<file path="src/rtl/intersection_phase_scheduler.sv">
// -----------------------------------------------------------------------------
// intersection_phase_scheduler
//
// Sequences a two-approach intersection: main street (NS) and side street (EW).
// NS green is the rest state. EW green is requested by the EW vehicle sensor or
// by a latched pedestrian call. An emergency preemption can shorten NS green,
// hold either green, and pick the green that follows an all-red clearance.
// Every direction change goes through yellow and then all-red. All timing is
// counted in clock cycles.
//
// Ports
//   i_clk        clock, all state updates on the rising edge
//   i_rst        synchronous reset, active-low (0 = reset)
//   i_ew_req     EW vehicle sensor, level
//   i_ped_req    pedestrian button, a single-cycle pulse is enough (latched)
//   i_emg_req    emergency preemption, level
//   i_emg_dir    preempt direction: 0 = NS, 1 = EW
//   o_ns_r/y/g   NS lamps, one-hot
//   o_ew_r/y/g   EW lamps, one-hot
//   o_walk       pedestrian walk, runs at the start of EW green
//   o_ped_ack    single-cycle pulse on the first cycle of walk
//   o_phase      current state code (NS_G=0 .. AR_TO_NS=5)
// -----------------------------------------------------------------------------
module intersection_phase_scheduler #(
    parameter int CNT_W    = 8,
    parameter int T_GMIN   = 10,
    parameter int T_GMAX   = 30,
    parameter int T_YEL    = 4,
    parameter int T_ALLRED = 2,
    parameter int T_WALK   = 6
) (
    input  logic       i_clk,
    input  logic       i_rst,
    input  logic       i_ew_req,
    input  logic       i_ped_req,
    input  logic       i_emg_req,
    input  logic       i_emg_dir,
    output logic       o_ns_r,
    output logic       o_ns_y,
    output logic       o_ns_g,
    output logic       o_ew_r,
    output logic       o_ew_y,
    output logic       o_ew_g,
    output logic       o_walk,
    output logic       o_ped_ack,
    output logic [2:0] o_phase
);

    typedef enum logic [2:0] {
        NS_G     = 3'd0,
        NS_Y     = 3'd1,
        AR_TO_EW = 3'd2,
        EW_G     = 3'd3,
        EW_Y     = 3'd4,
        AR_TO_NS = 3'd5
    } state_t;

    // Exit thresholds are "last cycle" values because the timer reads 0 on entry.
    localparam logic [CNT_W-1:0] C_GMIN_LAST = CNT_W'(T_GMIN - 1);
    localparam logic [CNT_W-1:0] C_GMAX_LAST = CNT_W'(T_GMAX - 1);
    localparam logic [CNT_W-1:0] C_YEL_LAST  = CNT_W'(T_YEL - 1);
    localparam logic [CNT_W-1:0] C_AR_LAST   = CNT_W'(T_ALLRED - 1);
    localparam logic [CNT_W-1:0] C_WALK      = CNT_W'(T_WALK);

    state_t           r_state;
    logic [CNT_W-1:0] r_tmr;
    logic             r_ped_pend;
    logic             r_ns_r, r_ns_y, r_ns_g;
    logic             r_ew_r, r_ew_y, r_ew_g;
    logic             r_walk;
    logic             r_ped_ack;

    state_t           w_next;
    logic [CNT_W-1:0] w_tmr_next;
    logic             w_enter_ewg;
    logic             w_walk_next;
    logic             w_ack_next;

    // Next-state selection. Emergency is examined first in every state that can
    // react to it, so it always beats vehicle and pedestrian requests. Yellow
    // phases ignore everything and simply time out.
    always_comb begin
        w_next = r_state;
        case (r_state)
            NS_G: begin
                if (i_emg_req) begin
                    if (i_emg_dir) w_next = NS_Y;
                end else if ((r_tmr >= C_GMIN_LAST) && (i_ew_req || r_ped_pend)) begin
                    w_next = NS_Y;
                end
            end
            NS_Y: begin
                if (r_tmr >= C_YEL_LAST) w_next = AR_TO_EW;
            end
            AR_TO_EW: begin
                if (r_tmr >= C_AR_LAST) begin
                    if (i_emg_req) w_next = i_emg_dir ? EW_G : NS_G;
                    else           w_next = EW_G;
                end
            end
            EW_G: begin
                if (i_emg_req) begin
                    if (!i_emg_dir) w_next = EW_Y;
                end else if ((r_tmr >= C_GMAX_LAST) ||
                             ((r_tmr >= C_GMIN_LAST) && !i_ew_req)) begin
                    w_next = EW_Y;
                end
            end
            EW_Y: begin
                if (r_tmr >= C_YEL_LAST) w_next = AR_TO_NS;
            end
            AR_TO_NS: begin
                if (r_tmr >= C_AR_LAST) begin
                    if (i_emg_req) w_next = i_emg_dir ? EW_G : NS_G;
                    else           w_next = NS_G;
                end
            end
            default: w_next = AR_TO_NS;
        endcase
    end

    // Timer and walk bookkeeping. Walk is granted only at EW green entry and
    // then runs while the timer stays below the walk length; leaving EW green
    // (e.g. an NS preemption) drops it in the same cycle as ew_g.
    always_comb begin
        w_tmr_next = '0;
        if (w_next == r_state) begin
            w_tmr_next = (r_tmr == '1) ? r_tmr : r_tmr + 1'b1;
        end
        w_enter_ewg = (w_next == EW_G) && (r_state != EW_G);
        w_walk_next = 1'b0;
        if (w_next == EW_G) begin
            w_walk_next = w_enter_ewg ? r_ped_pend : (r_walk && (w_tmr_next < C_WALK));
        end
        w_ack_next = w_enter_ewg && r_ped_pend;
    end

    // State, timer, pedestrian latch and registered outputs. Lamps are decoded
    // from the next state so they change on the same edge as the state register.
    // The pending call is cleared on EW green entry; a press on that very edge
    // is deliberately dropped.
    always_ff @(posedge i_clk) begin
        if (!i_rst) begin
            r_state    <= AR_TO_NS;
            r_tmr      <= '0;
            r_ped_pend <= 1'b0;
            r_ns_r     <= 1'b1;
            r_ns_y     <= 1'b0;
            r_ns_g     <= 1'b0;
            r_ew_r     <= 1'b1;
            r_ew_y     <= 1'b0;
            r_ew_g     <= 1'b0;
            r_walk     <= 1'b0;
            r_ped_ack  <= 1'b0;
        end else begin
            r_state   <= w_next;
            r_tmr     <= w_tmr_next;
            r_walk    <= w_walk_next;
            r_ped_ack <= w_ack_next;
            if (w_enter_ewg)    r_ped_pend <= 1'b0;
            else if (i_ped_req) r_ped_pend <= 1'b1;
            r_ns_g <= (w_next == NS_G);
            r_ns_y <= (w_next == NS_Y);
            r_ns_r <= (w_next != NS_G) && (w_next != NS_Y);
            r_ew_g <= (w_next == EW_G);
            r_ew_y <= (w_next == EW_Y);
            r_ew_r <= (w_next != EW_G) && (w_next != EW_Y);
        end
    end

    assign o_ns_r    = r_ns_r;
    assign o_ns_y    = r_ns_y;
    assign o_ns_g    = r_ns_g;
    assign o_ew_r    = r_ew_r;
    assign o_ew_y    = r_ew_y;
    assign o_ew_g    = r_ew_g;
    assign o_walk    = r_walk;
    assign o_ped_ack = r_ped_ack;
    assign o_phase   = r_state;

endmodule

</file>
<file path="config.mk">
export PLATFORM = sky130hd
export DESIGN_NAME = intersection_phase_scheduler
export DESIGN_NICKNAME = d
export VERILOG_FILES = /design/src/rtl/intersection_phase_scheduler.sv
export SDC_FILE = /design/constraint.sdc
export NUM_CORES = 1
export LEC_CHECK = 0
export BUFFER_PORTS_ARGS = -buffer_cell sky130_fd_sc_hd__buf_2
export CAP_MARGIN = 20
export CORE_MARGIN = 1
export CORE_UTILIZATION = 55
export CTS_BUF_LIST = sky130_fd_sc_hd__clkbuf_16
export DETAILED_ROUTE_END_ITERATION = 16
export PLACE_DENSITY_LB_ADDON = 0.08
export RECOVER_POWER = 50
export SYNTH_ARGS = -nofsm -noshare
export SYNTH_HDL_FRONTEND = slang
export SYNTH_SLANG_ARGS = --single-unit
</file>
<file path="constraint.sdc">
create_clock -name i_clk -period 3.06 [get_ports i_clk]
set_input_delay 0.459 -clock i_clk [delete_from_list [all_inputs] [get_ports i_clk]]
set_output_delay 0.459 -clock i_clk [all_outputs]
set_load 0.005 [all_outputs]
</file>
# Yosys cells after proc, flatten, opt, wreduce, memory -nomap -nowiden
# Cells that the tools add are included.
dict set report word_totals {
  input_bits 6
  output_inout_bits 11
  ff_bits 20
}
dict set report op_classes {
  magnitude_cmp 5
  addsub 1
  n_eq_ne 14
  mux 17
  reduce_logical 15
  bitwise_logic 1
}
# op n
set ops {}
lappend ops {{two-way mux 3 bit} 10}
lappend ops {{one-hot mux 3 bit (6 select lines)} 1}
lappend ops {{two-way mux 8 bit} 2}
lappend ops {{== test 3 x 2 -> 1 bit (second input constant)} 3}
lappend ops {{== test 3 bit (second input constant)} 3}
lappend ops {{adder 8 x 1 -> 8 bit (second input constant)} 1}
lappend ops {{== test 8 bit (second input constant)} 1}
lappend ops {{greater-or-equal comparator 8 x 1 -> 1 bit (second input constant)} 1}
lappend ops {{greater-or-equal comparator 8 x 2 -> 1 bit (second input constant)} 1}
lappend ops {{greater-or-equal comparator 8 x 4 -> 1 bit (second input constant)} 1}
lappend ops {{greater-or-equal comparator 8 x 5 -> 1 bit (second input constant)} 1}
lappend ops {{< comparator 8 x 3 -> 1 bit (second input constant)} 1}
lappend ops {{logical AND 1 bit} 7}
lappend ops {{== test 3 x 1 -> 1 bit (second input constant)} 2}
lappend ops {{logical NOT 3 bit} 2}
lappend ops {{two-way mux 2 bit} 3}
lappend ops {{!= test 3 x 2 -> 1 bit (second input constant)} 2}
lappend ops {{== test 3 bit} 1}
lappend ops {{!= test 3 x 1 -> 1 bit (second input constant)} 1}
lappend ops {{!= test 3 bit (second input constant)} 1}
lappend ops {{nonzero test 3 bit} 1}
lappend ops {{logical OR 1 bit} 2}
lappend ops {{AND reduction 2 bit} 1}
lappend ops {{OR reduction 2 bit} 1}
lappend ops {{3 further kinds} 3}

# Depth between registers and ports, before layout
dict set report logic_depth {
  ltp_word 11
  depth_mapped 9
  depth_no_buf 8
}

# Least setup slack after synthesis
# Ideal clock, no wire load.
dict set report synth_path {
  path_kind {register -> register}
  from {register r_tmr[5]}
  to {register r_ew_y, in the netlist o_ew_y}
  path_stages_with_launch 9
  arrival_time_ns 2.611
  period_less_slack_ns 2.675
  setup_time_ns 0.064
  path_slack_ns 0.385
  path_cell_list {dfxtp_1 buf_6 or4_4 or4_4 a22o_1 or4_1 buf_2 or2_4 nor2_2}
}
dict set report synth_via {
  elab_chain_cells 7
  elab_cells_between_ends 17
  cone_classes {4 x order compare; 1 x eq/ne; 9 x mux; 3 x reduce/logical}
}
# item line
set synth_lines {}
lappend synth_lines {{start: declaration} 66} ;# logic [CNT_W-1:0] r_tmr;
lappend synth_lines {{start signal: assignment} 157} ;# r_tmr <= w_tmr_next;
lappend synth_lines {{greater-or-equal comparator 8 x 4 -> 1 bit} {88, 105}}
lappend synth_lines {{logical AND 1 bit} 105} ;# ((r_tmr >= C_GMIN_LAST) && !i_ew_req)) begin
lappend synth_lines {{logical OR 1 bit} 104} ;# end else if ((r_tmr >= C_GMAX_LAST) ||
lappend synth_lines {{two-way mux 3 bit} 104}
lappend synth_lines {{two-way mux 3 bit} 102} ;# if (i_emg_req) begin
lappend synth_lines {{one-hot mux 3 bit (6 select lines) *} 84} ;# case (r_state)
lappend synth_lines {{== test 3 bit *} 166} ;# r_ew_y <= (w_next == EW_Y);
lappend synth_lines {{end signal: assignment} 166}
lappend synth_lines {{end: declaration} 69} ;# logic r_ew_r, r_ew_y, r_ew_g;
# Mark *: on every way between the ends. The rest lies on a longest branch, timed or not.
# A chain may end at the register's enable or synchronous reset.

# Final worst setup path
dict set report layout_path {
  from {register r_tmr[5]}
  to {register r_tmr[6]}
}
dict set report layout_via {
  elab_chain_cells 8
  elab_cells_between_ends 21
  cone_classes {1 x add/sub; 4 x order compare; 2 x eq/ne; 11 x mux; 3 x reduce/logical}
}
# item line
set layout_lines {}
lappend layout_lines {{greater-or-equal comparator 8 x 4 -> 1 bit} {88, 105}}
lappend layout_lines {{logical AND 1 bit} 105}
lappend layout_lines {{logical OR 1 bit} 104}
lappend layout_lines {{two-way mux 3 bit} 104}
lappend layout_lines {{two-way mux 3 bit} 102}
lappend layout_lines {{one-hot mux 3 bit (6 select lines)} 84}
lappend layout_lines {{== test 3 bit} 127} ;# if (w_next == r_state) begin
lappend layout_lines {{two-way mux 8 bit *} 127}
# Marked as above.

==> results_dict.tcl <==
set metrics [dict create \
    gp_congestion 0.906 \
    post-route-period-util 0.911 \
    finalSetupViolations 0 \
    rsz0062_at_grt "no" \
    core_area_um2 1980 \
    grt_pass1_vias 1067 \
    clk_latency_ns 0.25 \
    die_w_um 48.4 \
    clock_skew_ns 0.00258 \
    netlist_area_um2 1180 \
    arrival_ns 2.95 \
    cts-resized-gates 0 \
    hp-class "in2reg" \
    crit_path_end_kind "flop" \
    largest_reg_flops 8 \
    cts_root_buffer "clkbuf_16" \
    cp-start-kind "flop" \
    fmax_ghz 0.359 \
    r2r-start "r_tmr[5]$_SDFF_PN0_" \
    nets 169 \
    antenna_found_initial 0 \
    critPathTopFamily "simple AND/OR/NAND/NOR gates" \
    drc 0 \
    track_usage 0.250 \
    std_cell_rows 16 \
    leakage_uw 0.000582 \
    layout-drive-gt1-share 0.164 \
    nFillCells 164 \
    dieArea_um2 2340 \
    multiInputGateArea_um2 713 \
    wl_um 2650 \
    cts_buffer_depth 2 \
    holdBufCountCts 0 \
    start_util 0.597 \
    post-route-util 0.688 \
    crit_path_cell_trace "or4_4 -> or4_4 -> a22o_1 -> o31ai_1 -> o2111ai_2 -> nor3_1" \
    largest_register "r_tmr" \
    crit_fanout 9 \
    cts.htree.levels 1 \
    synth_cells 147 \
    die_h_um 48.4 \
    first_pass_iters 4 \
    drv_cap 0 \
    routedWlPerCell_um 14.2 \
    drt_iter0_drc 34 \
    ys_warn_count 0 \
    post_cts_buffers 0 \
    regArea_um2 400 \
    cpPeakStageDelay_ns 0.59 \
    min_from "i_rst" \
    ys_seq_area_frac 0.339 \
    grt_pass1_wl_um 4640 \
    grt_max_degree 14 \
    ios 17 \
    synth.net_count 156 \
    worst_path_most_repeated_cell "or4_4" \
    vdd_drop_max_mv 0.523 \
    cp.required_ns 3.22 \
    syn_avg_cell_area_um2 8.04 \
    numCtsBuffers 3 \
    hold_violations 0 \
    crit_buf_inv 0 \
    antenna_cells 0 \
    status "complete, no violations" \
    syn2layout_area_growth_pct 15.2 \
    vias 1137 \
    vias_per_cell 6.11 \
    ys_ff_latch 20 \
    drv_slew 0 \
    cts_tree "built" \
    criticalPathCategory "reg2reg" \
    overflow 0 \
    power.density_nw_per_um2 864 \
    cts.sink_count 20 \
    worstMarginPinSlew_ns 0.694 \
    slowest_stage "or4_4" \
    finalSetupTns_ns 0 \
    relSlewSlack 0.533 \
    crit_start "r_tmr[5]$_SDFF_PN0_" \
    portBuffers 16 \
    dpl.hpwl_um 1960 \
    finalWorstPathRequiredPeriod_ns 2.79 \
    clkTransAtPathRegs_ns 0.06 \
    yosysUniqueCellTypes 44 \
    ant_nets 0 \
]
-- layer usage --
metal / GRT usage / vias up / wire length [um]
li1: - / 560 / -
met1: 0.288 / 531 / 1100
met2: 0.458 / 36 / 1380
met3: 0.0440 / 10 / 107
met4: 0.0931 / 0 / 68
met5: 0 / - / 0
-- cell families after synthesis --
family | synth area share
compound gates | 0.169
xor+xnor | 0.0222
fa+ha+maj | 0.0317
buf+inv | 0.0582
flops | 0.339
mux | 0.0434
simple gates | 0.337
-- power breakdown --
group,internal (uW),switching [uW],leakage (uW)
logic,196,257,0.000367
registers,313,56.5,0.000163
clock network,259,95.2,0.0000511
total,768,409,0.000582
-- through the flow --
| stage | hold slack (ns) | setup slack (ns) | total power [uW] | cells | cell area (um^2) |
|---|---|---|---|---|---|
| 2_1_floorplan | 0.433 | 0.385 | 713 | 147 | 1180 |
| 3_3_place_gp | 0.451 | 0.363 | 816 | 182 | 1260 |
| 3_5_place_dp | 0.456 | 0.277 | 825 | 182 | 1260 |
| 4_1_cts | 0.448 | 0.273 | 1180 | 186 | 1370 |
| 5_1_grt | 0.459 | 0.130 | 1260 | 186 | 1360 |
| 6_report | 0.449 | 0.273 | 1180 | 186 | 1360 |
-- worst reg2reg max path: stages (launching register included) --
cell,delay (ns)
dfxtp_1,0.38
or4_4,0.59
or4_4,0.53
a22o_1,0.25
o31ai_1,0.32
o2111ai_2,0.32
nor3_1,0.30
-- final cells by class --
| cell class | count | area share |
|---|---|---|
| multi-input combinational | 111 | 0.523 |
| sequential | 20 | 0.294 |
| timing repair buffer | 17 | 0.0615 |
| clock buffer | 3 | 0.0551 |
| tap | 27 | 0.0248 |
| clock inverter | 1 | 0.0220 |
| inverter | 7 | 0.0193 |
-- synthesized netlist by cell type, drive strengths merged --
cell type	count	share of area
a22o	1	0.0074
nor3b	1	0.0064
o21ai	3	0.013
o22ai	2	0.011
xnor2	2	0.015
o31ai	1	0.0064
and3	5	0.026
xor2	1	0.0074
nand4b	1	0.0074
buf	3	0.017
a31oi	2	0.011
o211a	1	0.0085
or2	1	0.0074
o41ai	1	0.0074
nand2	8	0.025
mux2	1	0.0095
nor3	5	0.021
nand2b	3	0.016
and2	1	0.0053
ha	3	0.032
nand3b	2	0.013
or3b	2	0.015
o21a	1	0.0064
a221oi	1	0.0074
a211o	1	0.0074
inv	7	0.022
mux2i	4	0.034
nand4	2	0.011
nor4	5	0.026
nor2	19	0.062
and4b	1	0.0085
a21oi	8	0.034
a211oi	5	0.032
nand3	6	0.025
clkbuf	6	0.019
or4	6	0.044
nor2b	3	0.016
a21o	1	0.0064
o2111ai	1	0.013
dfxtp	20	0.34
-- final timing paths --
check / to / slack (ns) / depth (start not counted)
worst max-delay path: r_tmr[6]$_SDFF_PN0_ / 0.27 / 6
worst min-delay path: o_ew_r$_SDFF_PN1_ / 0.45 / 2
worst max register to register: r_tmr[6]$_SDFF_PN0_ / 0.27 / 6
worst min register to register: o_ped_ack$_SDFF_PN0_ / 0.46 / 2
-- layout by cell type, fill, tap and decap left out, types with 4 or more instances in the layout --
| master | n |
|---|---|
| or4_1 | 4 |
| dfxtp_1 | 20 |
| nand2_1 | 8 |
| and3_1 | 5 |
| mux2i_1 | 4 |
| nor4_1 | 5 |
| a211oi_1 | 5 |
| nor3_1 | 5 |
| buf_2 | 13 |
| inv_1 | 7 |
| nand3_1 | 6 |
| a21oi_1 | 8 |
| nor2_1 | 18 |
No activity file was read; power rests on OpenSTA's default activity.
